$ cat src/rtl/spi_reg_sender.sv
// SPI mode-0 master that serialises one raybox-zero register-write frame: a 4-bit
// command followed by a command-dependent payload. Define SPI_REG_SENDER_QUEUE_EN for a 2-entry input FIFO.
module spi_reg_sender #(
    parameter int CLK_DIV    = 4,
    parameter int GAP_CYCLES = 4
) (
    input  logic        clk,
    input  logic        reset,
    input  logic        i_valid,
    output logic        o_ready,
    input  logic [3:0]  i_cmd,
    input  logic [11:0] i_data,
    output logic        o_sclk,
    output logic        o_ss_n,
    output logic        o_mosi,
    output logic        o_busy,
    output logic        o_done
);
    localparam int HW = (CLK_DIV > 1) ? $clog2(CLK_DIV) : 1;
    localparam int GW = (GAP_CYCLES > 1) ? $clog2(GAP_CYCLES) : 1;
    localparam logic [HW-1:0] HALF_LAST = HW'(CLK_DIV - 1);
    localparam logic [GW-1:0] GAP_LAST  = GW'(GAP_CYCLES - 1);

    typedef enum logic [2:0] {
        S_IDLE, S_SETUP, S_HIGH, S_LOW, S_HOLD, S_GAP
    } state_t;

    state_t          state;
    logic [15:0]     shreg;
    logic [4:0]      bit_cnt;
    logic [4:0]      n_bits;
    logic [HW-1:0]   half_cnt;
    logic [GW-1:0]   gap_cnt;

    logic            half_done;
    logic            gap_done;
    logic            load_en;
    logic [15:0]     load_word;
    logic [15:0]     load_shreg;
    logic [4:0]      load_bits;

    // Left-align the frame so shreg[15] is always the next bit on the wire.
    function automatic logic [15:0] frame_word(input logic [3:0] cmd, input logic [11:0] data);
        case (cmd)
            4'd0, 4'd1, 4'd2, 4'd4: frame_word = {cmd, data[5:0], 6'b0};
            4'd3:                   frame_word = {cmd, data};
            default:                frame_word = {cmd, data[0], 11'b0};
        endcase
    endfunction

    function automatic logic [4:0] frame_bits(input logic [3:0] cmd);
        case (cmd)
            4'd0, 4'd1, 4'd2, 4'd4: frame_bits = 5'd10;
            4'd3:                   frame_bits = 5'd16;
            default:                frame_bits = 5'd5;
        endcase
    endfunction

    assign half_done  = (half_cnt == HALF_LAST);
    assign gap_done   = (gap_cnt == GAP_LAST);
    assign load_shreg = frame_word(load_word[15:12], load_word[11:0]);
    assign load_bits  = frame_bits(load_word[15:12]);

    // Handshake: a frame is transferred on a rising clk edge where i_valid && o_ready;
    // i_cmd/i_data are only sampled on that edge and may change afterwards.
`ifdef SPI_REG_SENDER_QUEUE_EN
    logic [15:0] fifo_mem [2];
    logic        wr_ptr;
    logic        rd_ptr;
    logic [1:0]  fifo_cnt;
    logic        fifo_empty;
    logic        take;
    logic        push;
    logic        pop;

    assign fifo_empty = (fifo_cnt == 2'd0);
    assign o_ready    = (fifo_cnt != 2'd2);
    assign take       = (state == S_IDLE) || (state == S_GAP && gap_done);
    assign load_en    = take && (!fifo_empty || i_valid);
    assign load_word  = fifo_empty ? {i_cmd, i_data} : fifo_mem[rd_ptr];
    assign pop        = take && !fifo_empty;
    // An empty FIFO is bypassed so an idle sender starts on the next edge.
    assign push       = i_valid && o_ready && !(take && fifo_empty);

    always_ff @(posedge clk) begin
        if (reset) begin
            wr_ptr   <= 1'b0;
            rd_ptr   <= 1'b0;
            fifo_cnt <= 2'd0;
        end else begin
            if (push) begin
                fifo_mem[wr_ptr] <= {i_cmd, i_data};
                wr_ptr           <= ~wr_ptr;
            end
            if (pop)
                rd_ptr <= ~rd_ptr;
            if (push && !pop)
                fifo_cnt <= fifo_cnt + 2'd1;
            else if (pop && !push)
                fifo_cnt <= fifo_cnt - 2'd1;
        end
    end
`else
    assign o_ready   = (state == S_IDLE);
    assign load_en   = (state == S_IDLE) && i_valid;
    assign load_word = {i_cmd, i_data};
`endif

    always_ff @(posedge clk) begin
        if (reset) begin
            state    <= S_IDLE;
            shreg    <= 16'd0;
            bit_cnt  <= 5'd0;
            n_bits   <= 5'd0;
            half_cnt <= '0;
            gap_cnt  <= '0;
            o_sclk   <= 1'b0;
            o_ss_n   <= 1'b1;
            o_mosi   <= 1'b0;
            o_busy   <= 1'b0;
            o_done   <= 1'b0;
        end else begin
            o_done <= 1'b0;
            case (state)
                S_IDLE: begin
                    if (load_en) begin
                        state    <= S_SETUP;
                        shreg    <= load_shreg;
                        n_bits   <= load_bits;
                        bit_cnt  <= 5'd0;
                        half_cnt <= '0;
                        o_ss_n   <= 1'b0;
                        o_mosi   <= load_shreg[15];
                        o_busy   <= 1'b1;
                    end
                end
                S_SETUP, S_LOW: begin
                    if (half_done) begin
                        half_cnt <= '0;
                        state    <= S_HIGH;
                        o_sclk   <= 1'b1;
                    end else begin
                        half_cnt <= half_cnt + 1'b1;
                    end
                end
                S_HIGH: begin
                    if (half_done) begin
                        half_cnt <= '0;
                        o_sclk   <= 1'b0;
                        if (bit_cnt == n_bits - 5'd1) begin
                            state <= S_HOLD;
                        end else begin
                            state   <= S_LOW;
                            bit_cnt <= bit_cnt + 5'd1;
                            shreg   <= {shreg[14:0], 1'b0};
                            o_mosi  <= shreg[14];
                        end
                    end else begin
                        half_cnt <= half_cnt + 1'b1;
                    end
                end
                S_HOLD: begin
                    if (half_done) begin
                        half_cnt <= '0;
                        gap_cnt  <= '0;
                        state    <= S_GAP;
                        o_ss_n   <= 1'b1;
                        o_mosi   <= 1'b0;
                    end else begin
                        half_cnt <= half_cnt + 1'b1;
                    end
                end
                S_GAP: begin
                    if (gap_done) begin
                        gap_cnt <= '0;
                        o_done  <= 1'b1;
                        if (load_en) begin
                            state    <= S_SETUP;
                            shreg    <= load_shreg;
                            n_bits   <= load_bits;
                            bit_cnt  <= 5'd0;
                            half_cnt <= '0;
                            o_ss_n   <= 1'b0;
                            o_mosi   <= load_shreg[15];
                        end else begin
                            state  <= S_IDLE;
                            o_busy <= 1'b0;
                        end
                    end else begin
                        gap_cnt <= gap_cnt + 1'b1;
                    end
                end
                default: state <= S_IDLE;
            endcase
        end
    end
endmodule
$ cat config.mk
export PLATFORM = sky130hd
export DESIGN_NAME = spi_reg_sender
export DESIGN_NICKNAME = d
export VERILOG_FILES = /design/src/rtl/spi_reg_sender.sv
export SDC_FILE = /design/constraint.sdc
export NUM_CORES = 1
export LEC_CHECK = 0
export BUFFER_PORTS_ARGS = -buffer_cell sky130_fd_sc_hd__buf_2
export CAP_MARGIN = 20
export CORE_MARGIN = 8
export CORE_UTILIZATION = 28
export CTS_CLUSTER_DIAMETER = 60
export CTS_CLUSTER_SIZE = 25
export DETAILED_ROUTE_END_ITERATION = 12
export SYNTH_ARGS = -nofsm -noshare
export SYNTH_HDL_FRONTEND = slang
export SYNTH_SLANG_ARGS = --single-unit
$ cat constraint.sdc
create_clock -name clk -period 2.5 [get_ports clk]
set_input_delay 0.25 -clock clk [delete_from_list [all_inputs] [get_ports clk]]
set_output_delay 0.25 -clock clk [all_outputs]
set_load 0.02 [all_outputs]
==> results.md, run 1 <==
- Top fanout value on the critical path: 11
- Cell types with the highest counts after synthesis: dfxtp_1, a21oi_1, nand2_1, nor2_1, clkbuf_1
- Top layer in use: met4
- Yosys cell types: 52
- Synthesized area per cell: 8.67 um^2
- Synth Instances: 240
- Clock transition time at the flip-flop clock pins of the worst setup and hold paths: 70 ps
- Number of H-tree branching levels: 2
- Number of gates given a new drive strength after cts: 0
- Switching power total: 0.335 mW
- Slowest cell delay on critical path: between 300 and 400 ps
- Final Hold Viols: 0
- Data required, critical path: 2710 ps
- Syn Nets: 265
- Final critical delay including setup and external delays: around 2100 ps
- WL per Instance: 14.3 um
- Classification of the worst setup path: reg2reg
- Initial antenna violation count: 0
- Sinks on Clock Net: 35
- Logic pwr share: 13.4%
- Sequential fraction of the synthesis area: 33.7%
- Met2 routed wirelength: 2.30 mm
- Top Ports: 25
- CTS tree: built
- Global-route wire length before repair: around 8.7 mm
- Port bufs: 24
- Total area of multi-input combinational cells: about 1300 um^2
- Critical path endpoint category: flip-flop
- Routed length on met3: roughly 200 um
- Cell type of the slowest stage on the worst timing path: dfxtp_1
- Pin count of the biggest net entering global routing: 30
- Count of warnings emitted by yosys: 0
- Area taken by flip-flops and latches: roughly 700 um^2
- Cell area after placement: 2270 um^2
- CP Buf/Inv Count: 2
- Number of cells in the finished layout apart from fillers: approximately 360
- Inserted Diodes: 0
- Path type of the worst min-delay path: in2reg
- Post-route clock period utilization: 83.2%
- Area of the mapped netlist: 2080 um^2
- Clock network power share: between 40% and 50%
- Final antenna-violating net count: 0
- Total global routing track utilization: 10.5%
- Final RePlAce weighted congestion: ~0.77
- FILL cells: 792
- Initial DRC count: 93
- Asr flop ratio synth: 0%
- Sw Ratio: 25.7%
- Cell total after placement: 350
- Count of vias placed by the detailed router: ~1800
- Ratio of cells with drive above 1 in the final layout: 21.6%
- RSZ-0062 raised after global routing: no
- Synthesis-stage register bit count: 35
- Number of rows created at floorplan: 31
- Fmax achieved: 0.481 GHz
- Area growth syn-to-layout: 14.9%
- Final setup violating endpoints: 0
- Clock skew: 7.78 ps
- Area of the die: 10500 um^2
- Insertion delay of the later-clocked pin in the worst-skew pair: about 300 ps
- TritonCTS buffer count: 5
- Launching point of the worst reg2reg path: n_bits[2]$_SDFFE_PP0P_
- Buffers from clock root to sink, at most: 2
- GR Overflow Total: 0
- Number of enable-type register cells in the synthesized netlist: 0
- Post-CTS Setup Repair Bufs: 0
- CP Launch Type: flip-flop
- Number of design rule violations left after detail routing: 0
- Total Routed Length: slightly above 5 mm
- Setup total negative slack: 0 ps
- HPWL after DPL: 3.69 mm
- Max Slew Vio Count: 0
- Fraction of power consumed by sequential logic: 45.7%
- Hold Crit Start: i_data[0]
- Leakage Power: 0.870 nW
- Top cell type's share of synthesized area: between 30 and 40%
- Max-slew headroom: 62.5%
- Overall die width: 102 um
- Peak supply drop: 0.298 mV
- Root cell of the clock tree: clkbuf_8
- Total power per unit cell area: 545 nW/um^2
- Placeable core region: slightly above 7000 um^2
- Die height: 102 um
- Arrival time of data at the critical path endpoint: 2290 ps
- Run status: completed
- Initial core utilization: 28.9%
- CP top delay family: simple AND/OR/NAND/NOR gates
- NumNets Final: around 280
- Pin slew with the least headroom to its limit: approximately 560 ps
- Top cells by area in the synthesized netlist: dfxtp_1, a21oi_1, o41ai_2
- Finished Cell Area: 2390 um^2
- Launching element of the worst setup path: n_bits[2]$_SDFFE_PP0P_
- Max-cap violations: 0
- Cell taking the most area after synthesis: dfxtp_1
- Hold Slack: 274 ps
- Avg Vias per Cell: 5.12
- Most repeated cell in the gate-level netlist after synthesis: dfxtp_1
- Number of global-route vias before repair: 1778
- CP Cell Sequence: inv_1, ha_1, xnor2_1, nor4_2, buf_4, and2_1, a21oi_1, o22ai_1
- Most used flip-flop cell after synthesis: dfxtp_1
- Count of hold buffers inserted by post-cts repair: 0
- Drt first pass iters: 4
- Cell internal pwr: 0.970 mW
- M1 wire length: 2.50 mm
-- worst reg2reg max path: stages (launching register included) --
cell	delay, ps
dfxtp_1	390
inv_1	100
ha_1	310
xnor2_1	140
nor4_2	210
buf_4	230
and2_1	350
a21oi_1	120
o22ai_1	160
-- per-stage QoR --
stage	worst slack [ps]	power, mW	util (%)
after floorplan	625	0.733	-
after global routing	240	1.37	33.2
after detailed placement	475	0.784	31.5
after global placement	514	0.780	31.5
after CTS	448	1.33	33.2
final	420	1.30	33.2
-- kinds of logic after synthesis --
kind of cell | Yosys count | synth area share (%)
fa+ha+maj | 7 | 4.09
buf+inv | 24 | 5.71
compound gates | 82 | 29.4
mux | 6 | 2.94
flops | 35 | 33.7
xor+xnor | 6 | 2.52
simple gates | 80 | 21.6
-- per-layer routing --
metal,up-vias,track usage (%)
li1,933,-
met1,848,13.8
met2,41,15.5
met3,10,2.52
met4,0,5.30
met5,-,0
-- power by group through the flow --
stage | registers [mW] | clock network [mW] | logic, mW
2_1_floorplan | 0.605 | 0 | 0.128
3_3_place_gp | 0.608 | 0 | 0.172
3_5_place_dp | 0.608 | 0 | 0.176
4_1_cts | 0.596 | 0.556 | 0.176
5_1_grt | 0.599 | 0.578 | 0.196
6_report | 0.596 | 0.533 | 0.175
-- worst paths after layout --
path,end,slack [ps],depth (start not counted)
min reg2reg,n_bits[4]$_SDFFE_PP0P_,470,2
min,shreg[0]$_SDFFE_PP0P_,270,3
max,shreg[5]$_SDFFE_PP0P_,420,8
max reg2reg,shreg[5]$_SDFFE_PP0P_,420,8
-- registers in the layout, summed over array words and instances, names as in the netlist, 2 cells and up --
register / count
n_bits: 3
shreg: 15
state: 3
bit_cnt: 5
gap_cnt: 2
half_cnt: 2
-- cell usage in the layout, fill, tap and decap left out, drive strengths merged, types with 2 or more instances in the layout --
cell type  netlist  layout
buf             10      31
mux2i            5       5
o211ai           2       2
a211oi           9       9
o22ai            6       6
nand2b           4       4
nor3             6       6
or3              3       3
a22oi            8       8
nor3b            2       2
inv              4       4
a21oi           26      26
o41ai            6       6
nand2           23      23
nor2b            8       8
dfxtp           35      35
xnor2            5       5
and4             2       2
a32oi            2       2
a21o             3       3
a221oi           6       6
a31oi            2       2
nor2            16      16
ha               6       6
nand3b           9       9
o21ai            5       5
clkbuf          10       6
-- cell type report --
type | instances | share of cell area, %
Sequential cell | 35 | 29.3
Inverter | 4 | 0.628
Multi-Input combinational cell | 181 | 52.8
Timing Repair Buffer | 31 | 7.22
Clock buffer | 6 | 3.45
Clock inverter | 2 | 1.46
Tap cell | 99 | 5.18
No activity file was read; power rests on OpenSTA's default activity.
==> inputs of run 2 (changes only) <==
- clock period: 2.5 -> 2 ns (I/O delays scaled with it)
==> run 2 against run 1 <==
Against the previous run: clock skew decreased by 2.1 ps; global-route usage increased by 0.12 points; setup slack got worse by 330 ps; flip-flop and latch count unchanged; critical endpoint is now bit_cnt[4]$_SDFFE_PP0P_; critical path depth decreased by 1; utilization increased by 1.1 points; final area increased by 3.4%; hold slack got worse by 58 ps; combinational power increased by 39%; clock-buffer cell count increased by 1; wire length increased by 0.65%.
==> results.md, run 2 (synthesized netlist as in run 1, its figures left out) <==
- Run status: completed
- CP Cell Sequence: inv_1, ha_1, xor2_2, xnor2_2, and2_2, or3_1, a21oi_1
- Overall die width: 102 um (unchanged)
- Max Slew Vio Count: 0 (unchanged)
- Slowest cell delay on critical path: 360 ps (-30 ps)
- Most common cell after layout, fill and taps aside: dfxtp_1
- Drt first pass iters: 4 (unchanged)
- Final setup violating endpoints: 0 (unchanged)
- Cell type of the slowest stage on the worst timing path: or3_1
- Total global routing track utilization: 10.6% (+0.12 points)
- Number of design rule violations left after detail routing: 0 (unchanged)
- Total power per unit cell area: 606 nW/um^2 (+11%)
- Number of H-tree branching levels: 2 (unchanged)
- Final Hold Viols: 0 (unchanged)
- Final RePlAce weighted congestion: 0.796 (+4.0%)
- Buffers from clock root to sink, at most: 2 (unchanged)
- Inserted Diodes: 0 (unchanged)
- Global-route wire length before repair: 8.78 mm (+1.4%)
- GR Overflow Total: 0 (unchanged)
- Number of rows created at floorplan: 31 (unchanged)
- Cell area after placement: 2330 um^2 (+2.3%)
- Clock skew: 5.67 ps (-2.11 ps)
- Post-route clock period utilization: 95.5% (+12 points)
- Pin count of the biggest net entering global routing: 26 (-13%)
- Max FFs per register: 15 (unchanged)
- Leakage Power: 0.908 nW (+4.4%)
- Path type of the worst min-delay path: in2reg
- Pin slew with the least headroom to its limit: 478 ps (-83.6 ps)
- Die height: 102 um (unchanged)
- WL per Instance: 14.0 um (-1.6%)
- NumNets Final: 291 (+2.8%)
- Number of global-route vias before repair: 1774 (-0.22%)
- Hold Slack: 216 ps (-57.9 ps)
- Post-placement worst setup slack: -80.1 ps (-555 ps)
- Initial DRC count: 82 (-12%)
- Root cell of the clock tree: clkbuf_8
- Peak supply drop: 0.296 mV (-0.87%)
- Initial antenna violation count: 0 (unchanged)
- Fmax achieved: 0.523 GHz (+8.9%)
- Initial core utilization: 28.9% (unchanged)
- Count of vias placed by the detailed router: 1854 (+1.2%)
- TritonCTS buffer count: 5 (unchanged)
- CP Launch Type: flip-flop
- Sinks on Clock Net: 35 (unchanged)
- R2R depth: 7 (-1)
- HPWL after DPL: 3.76 mm (+1.7%)
- Avg Vias per Cell: 5.07 (-1.0%)
- Insertion delay of the later-clocked pin in the worst-skew pair: 300 ps (about the same)
- Total Routed Length: 5.14 mm (+0.65%)
- Register name with the most flops: shreg
- Max-slew headroom: 68.0% (+5.5 points)
- Biggest registers after layout: shreg x15, bit_cnt x5
- Placeable core region: 7210 um^2 (unchanged)
- Number of cells on the worst hold path: 3 (unchanged)
- Clock transition time at the flip-flop clock pins of the worst setup and hold paths: 70 ps (about the same)
- Max-cap violations: 0 (unchanged)
- Final antenna-violating net count: 0 (unchanged)
- Ratio of cells with drive above 1 in the final layout: 26.2% (+4.6 points)
- RSZ-0062 raised after global routing: yes
- Data required, critical path: 2230 ps (-480 ps)
- Area growth syn-to-layout: 18.8%
- Final worst-path setup slack: 89.8 ps (-331 ps)
- Top fanout value on the critical path: 9 (-2)
- Setup total negative slack: 0 ps (unchanged)
- Total power: 1.50 mW (+15%)
- Finished Cell Area: 2470 um^2 (+3.4%)
- Area of the die: 10500 um^2 (unchanged)
- Top Ports: 25 (unchanged)
- Classification of the worst setup path: reg2reg
- Final critical delay including setup and external delays: 1910 ps (-169 ps)
- Most frequent cells in the layout: dfxtp_1, a21oi_1, buf_2
- CTS tree: built
- Port bufs: 24 (unchanged)
- Critical path endpoint category: flip-flop
- Arrival time of data at the critical path endpoint: 2140 ps (-150 ps)
[run 2: cell count changes in the layout (fill, tap and decap cells not counted), moves of 2 or more]
cell,previous run,this run
clkbuf_1,0,2
buf_4,7,14
xnor2_2,0,2
xnor2_1,5,3
[run 2: power breakdown]
part           internal, mW  leakage (nW)  total (mW)  switching, mW
registers             0.722         0.285       0.741         0.0190
clock network         0.245        0.0422       0.513          0.269
logic                 0.102         0.581       0.244          0.142
total                  1.07         0.908        1.50          0.430
[run 2: final timing paths]
path | start | to | slack (ps)
worst max-delay path | n_bits[2]$_SDFFE_PP0P_ | bit_cnt[4]$_SDFFE_PP0P_ | 90
worst min-delay path | i_data[1] | shreg[1]$_SDFFE_PP0P_ | 220
worst max register to register | n_bits[2]$_SDFFE_PP0P_ | bit_cnt[4]$_SDFFE_PP0P_ | 90
worst min register to register | half_cnt[1]$_SDFFE_PP0P_ | half_cnt[1]$_SDFFE_PP0P_ | 460
[run 2: repair_timing]
| item | CTS | global route |
|---|---|---|
| endpoints found under the setup margin | 9 | 20 |
| pin swaps | 0 | 1 |
| setup buffers | 0 | 1 |
| resized for setup | 1 | 10 |
| hold buffers | 0 | 0 |
[run 2: cell type report]
type / instances / area (um^2)
fill: 768 / 4740
multi-input combinational: 181 / 1320
sequential: 35 / 702
timing repair buffer: 39 / 236
tap: 99 / 124
clock buffer: 7 / 76.3
inverter: 4 / 15.0
clock inverter: 1 / 5.00
[run 2: routing by layer]
metal | up-vias | part of all wire [%] | track usage, %
met5 | - | 0 | 0
met4 | 0 | 2.1 | 5.42
met3 | 9 | 3.8 | 2.52
met2 | 35 | 47 | 16.5
met1 | 865 | 47 | 13.3
li1 | 945 | - | -
[run 2: critical path: cells and delay by family (launching register included)]
kind            cells  cell delay (ps)
flops               1              330
simple gates        2              670
buf+inv             1               80
xor+xnor            2              400
fa+ha+maj           1              230
compound gates      1              150
[run 2: per-stage QoR]
stage / std cells / utilization [%]
4_1_cts: 365 / 33.5
3_5_place_dp: 357 / 32.3
6_report: 366 / 34.3
5_1_grt: 366 / 34.3
3_3_place_gp: 357 / 32.3
2_1_floorplan: 240 / -
==> inputs of run 3 (changes only) <==
- clock period: 2 -> 1.63 ns (I/O delays scaled with it)
==> run 3 against run 2 <==
Against the previous run: the flow now finishes with violations (negative setup slack); via count rose by 8.1%; register-to-register slack worse by 270 ps; global-route usage increased by 0.87 points; total power grew 34%; critical endpoint is now bit_cnt[2]$_SDFFE_PP0P_; clock skew fell by 2.8 ps; hold slack lost 38 ps; clock power increased by 37%; critical path depth up 1; flip-flop and latch count stayed put; combinational power up 61%; utilization grew 5.5 points; cell count increased by 7.7%.
==> results.md, run 3 (synthesized netlist as in run 1, its figures left out) <==
- Run status: finished, violations left
- Failing checks: negative setup slack
- Total Routed Length: 5.67 mm (+10%)
- Max-slew headroom: 74.0% (+6.1 points)
- Util after Layout: 39.8% (+5.5 points)
- CP Launch Type: flip-flop
- Cell type of the slowest stage on the worst timing path: dfxtp_4
- Number of global-route vias before repair: 1953 (+10%)
- Pin slew with the least headroom to its limit: 388 ps (-90.2 ps)
- HPWL after DPL: 4.16 mm (+11%)
- Initial core utilization: 28.9% (unchanged)
- Peak supply drop: 0.485 mV (+64%)
- Launching element of the worst setup path: n_bits[2]$_SDFFE_PP0P_
- FILL cells: 756 (-1.6%)
- Area taken by flip-flops and latches: 708 um^2 (+0.89%)
- Slowest cell delay on critical path: 360 ps (about the same)
- Final worst-path setup slack: -184 ps (-273 ps)
- Count of hold buffers inserted by post-cts repair: 0 (unchanged)
- Number of design rule violations left after detail routing: 0 (unchanged)
- Register name with the most flops: shreg
- Data required, critical path: 1820 ps (-410 ps)
- Max FFs per register: 15 (unchanged)
- CTS tree: built
- Die height: 102 um (unchanged)
- Top Ports: 25 (unchanged)
- GR Overflow Total: 0 (unchanged)
- Total global routing track utilization: 11.5% (+0.87 points)
- Drt first pass iters: 4 (unchanged)
- Ratio of cells with drive above 1 in the final layout: 39.3% (+13 points)
- Max-cap violations: 0 (unchanged)
- Post-route clock period utilization: 111% (+16 points)
- Most common cell after layout, fill and taps aside: buf_4
- CP Buf/Inv Count: 2 (+1)
- Port bufs: 24 (unchanged)
- Leakage Power: 1.10 nW (+21%)
- WL per Instance: 14.4 um (+2.4%)
- Number of H-tree branching levels: 2 (unchanged)
- Hold Crit Start: i_data[4]
- Final critical delay including setup and external delays: 1810 ps (-96.7 ps)
- Setup total negative slack: -2990 ps (-2990 ps)
- Clock skew: 2.87 ps (-2.79 ps)
- Buffers from clock root to sink, at most: 2 (unchanged)
- Area of the die: 10500 um^2 (unchanged)
- NumNets Final: 319 (+9.6%)
- Path type of the worst min-delay path: in2reg
- CP Cell Sequence: inv_4, ha_4, xnor2_2, nor4_2, buf_4, nand2_4, and4b_1, o21ba_2
- Root cell of the clock tree: clkbuf_8
- Top fanout value on the critical path: 9 (unchanged)
- Final setup violating endpoints: 24 (+24)
- Fmax achieved: 0.551 GHz (+5.3%)
- Insertion delay of the later-clocked pin in the worst-skew pair: 290 ps (about the same)
- Total power per unit cell area: 699 nW/um^2 (+15%)
- Post-placement worst setup slack: -284 ps (-204 ps)
- Overall die width: 102 um (unchanged)
- Launching point of the worst reg2reg path: n_bits[2]$_SDFFE_PP0P_
- Initial DRC count: 139 (+70%)
- Number of rows created at floorplan: 31 (unchanged)
- Final Hold Viols: 0 (unchanged)
- Hold Slack: 178 ps (-38.0 ps)
- Arrival time of data at the critical path endpoint: 2000 ps (-140 ps)
- Final RePlAce weighted congestion: 0.806 (+1.2%)
- Global-route wire length before repair: 9.60 mm (+9.4%)
- Placeable core region: 7210 um^2 (unchanged)
- Area growth syn-to-layout: 38.0%
- Count of vias placed by the detailed router: 2004 (+8.1%)
- Avg Vias per Cell: 5.09 (+0.41%)
- Total power: 2.01 mW (+34%)
- TritonCTS buffer count: 5 (unchanged)
- Inserted Diodes: 0 (unchanged)
- Critical path endpoint category: flip-flop
- Final antenna-violating net count: 0 (unchanged)
- Clock transition time at the flip-flop clock pins of the worst setup and hold paths: 70 ps (about the same)
- Pin count of the biggest net entering global routing: 22 (-15%)
- Sinks on Clock Net: 35 (unchanged)
- Biggest registers after layout: shreg x15, bit_cnt x5
- Initial antenna violation count: 0 (unchanged)
- RSZ-0062 raised after global routing: yes
- CP top delay family: simple AND/OR/NAND/NOR gates
- Total area of multi-input combinational cells: 1440 um^2 (+9.1%)
- Classification of the worst setup path: reg2reg
- Most frequent cells in the layout: buf_4, dfxtp_1, a21oi_1
- Max Slew Vio Count: 0 (unchanged)
==> run 3: report_power, final <==
part           total (mW)  switching (mW)  internal [mW]
Sequential          0.909          0.0228          0.886
Clock               0.704           0.318          0.386
Combinational       0.394           0.206          0.188
==> run 3: worst min-delay path, cell delays in order <==
cell	delay, ps
buf_2	90
a22oi_1	60
o22ai_1	110
==> run 3: repair_timing <==
action                                 in CTS  in global routing
cloned                                      1                  1
setup buffers                               2                  0
gates resized for setup                    13                  3
setup endpoints to repair                  24                 25
endpoints found under the hold margin       0                  0
pin swaps                                  15                  3
==> run 3: cell type report <==
type	instances	share of cell area, %
clock buffer	8	3.48
inverter	4	0.697
multi-input combinational	183	50.0
sequential	35	24.7
tap	99	4.31
timing repair buffer	65	16.9
==> run 3: worst paths after layout <==
kind	endpoint	slack (ps)	depth (start not counted)
setup / recovery	bit_cnt[2]$_SDFFE_PP0P_	-180	8
hold / removal	shreg[4]$_SDFFE_PP0P_	180	3
setup reg to reg	bit_cnt[2]$_SDFFE_PP0P_	-180	8
hold reg to reg	o_mosi$_SDFFE_PP0P_	480	2
==> run 3: metal layers <==
layer  share of wire [%]  wire length [um]  up-vias  global-route usage (%)
li1                    -                 -     1003                       -
met5                   0                 0        -                       0
met4                 1.4                78        0                    4.74
met2                  50              2850       32                    19.1
met1                  46              2600      964                    14.3
met3                 2.6               147        5                    1.70
==> run 3: stage by stage <==
step	instance area [um^2]	instances
final	2870	394
after global routing	2870	394
after CTS	2850	393
after detailed placement	2650	382
after global placement	2650	382
after floorplan	2200	240
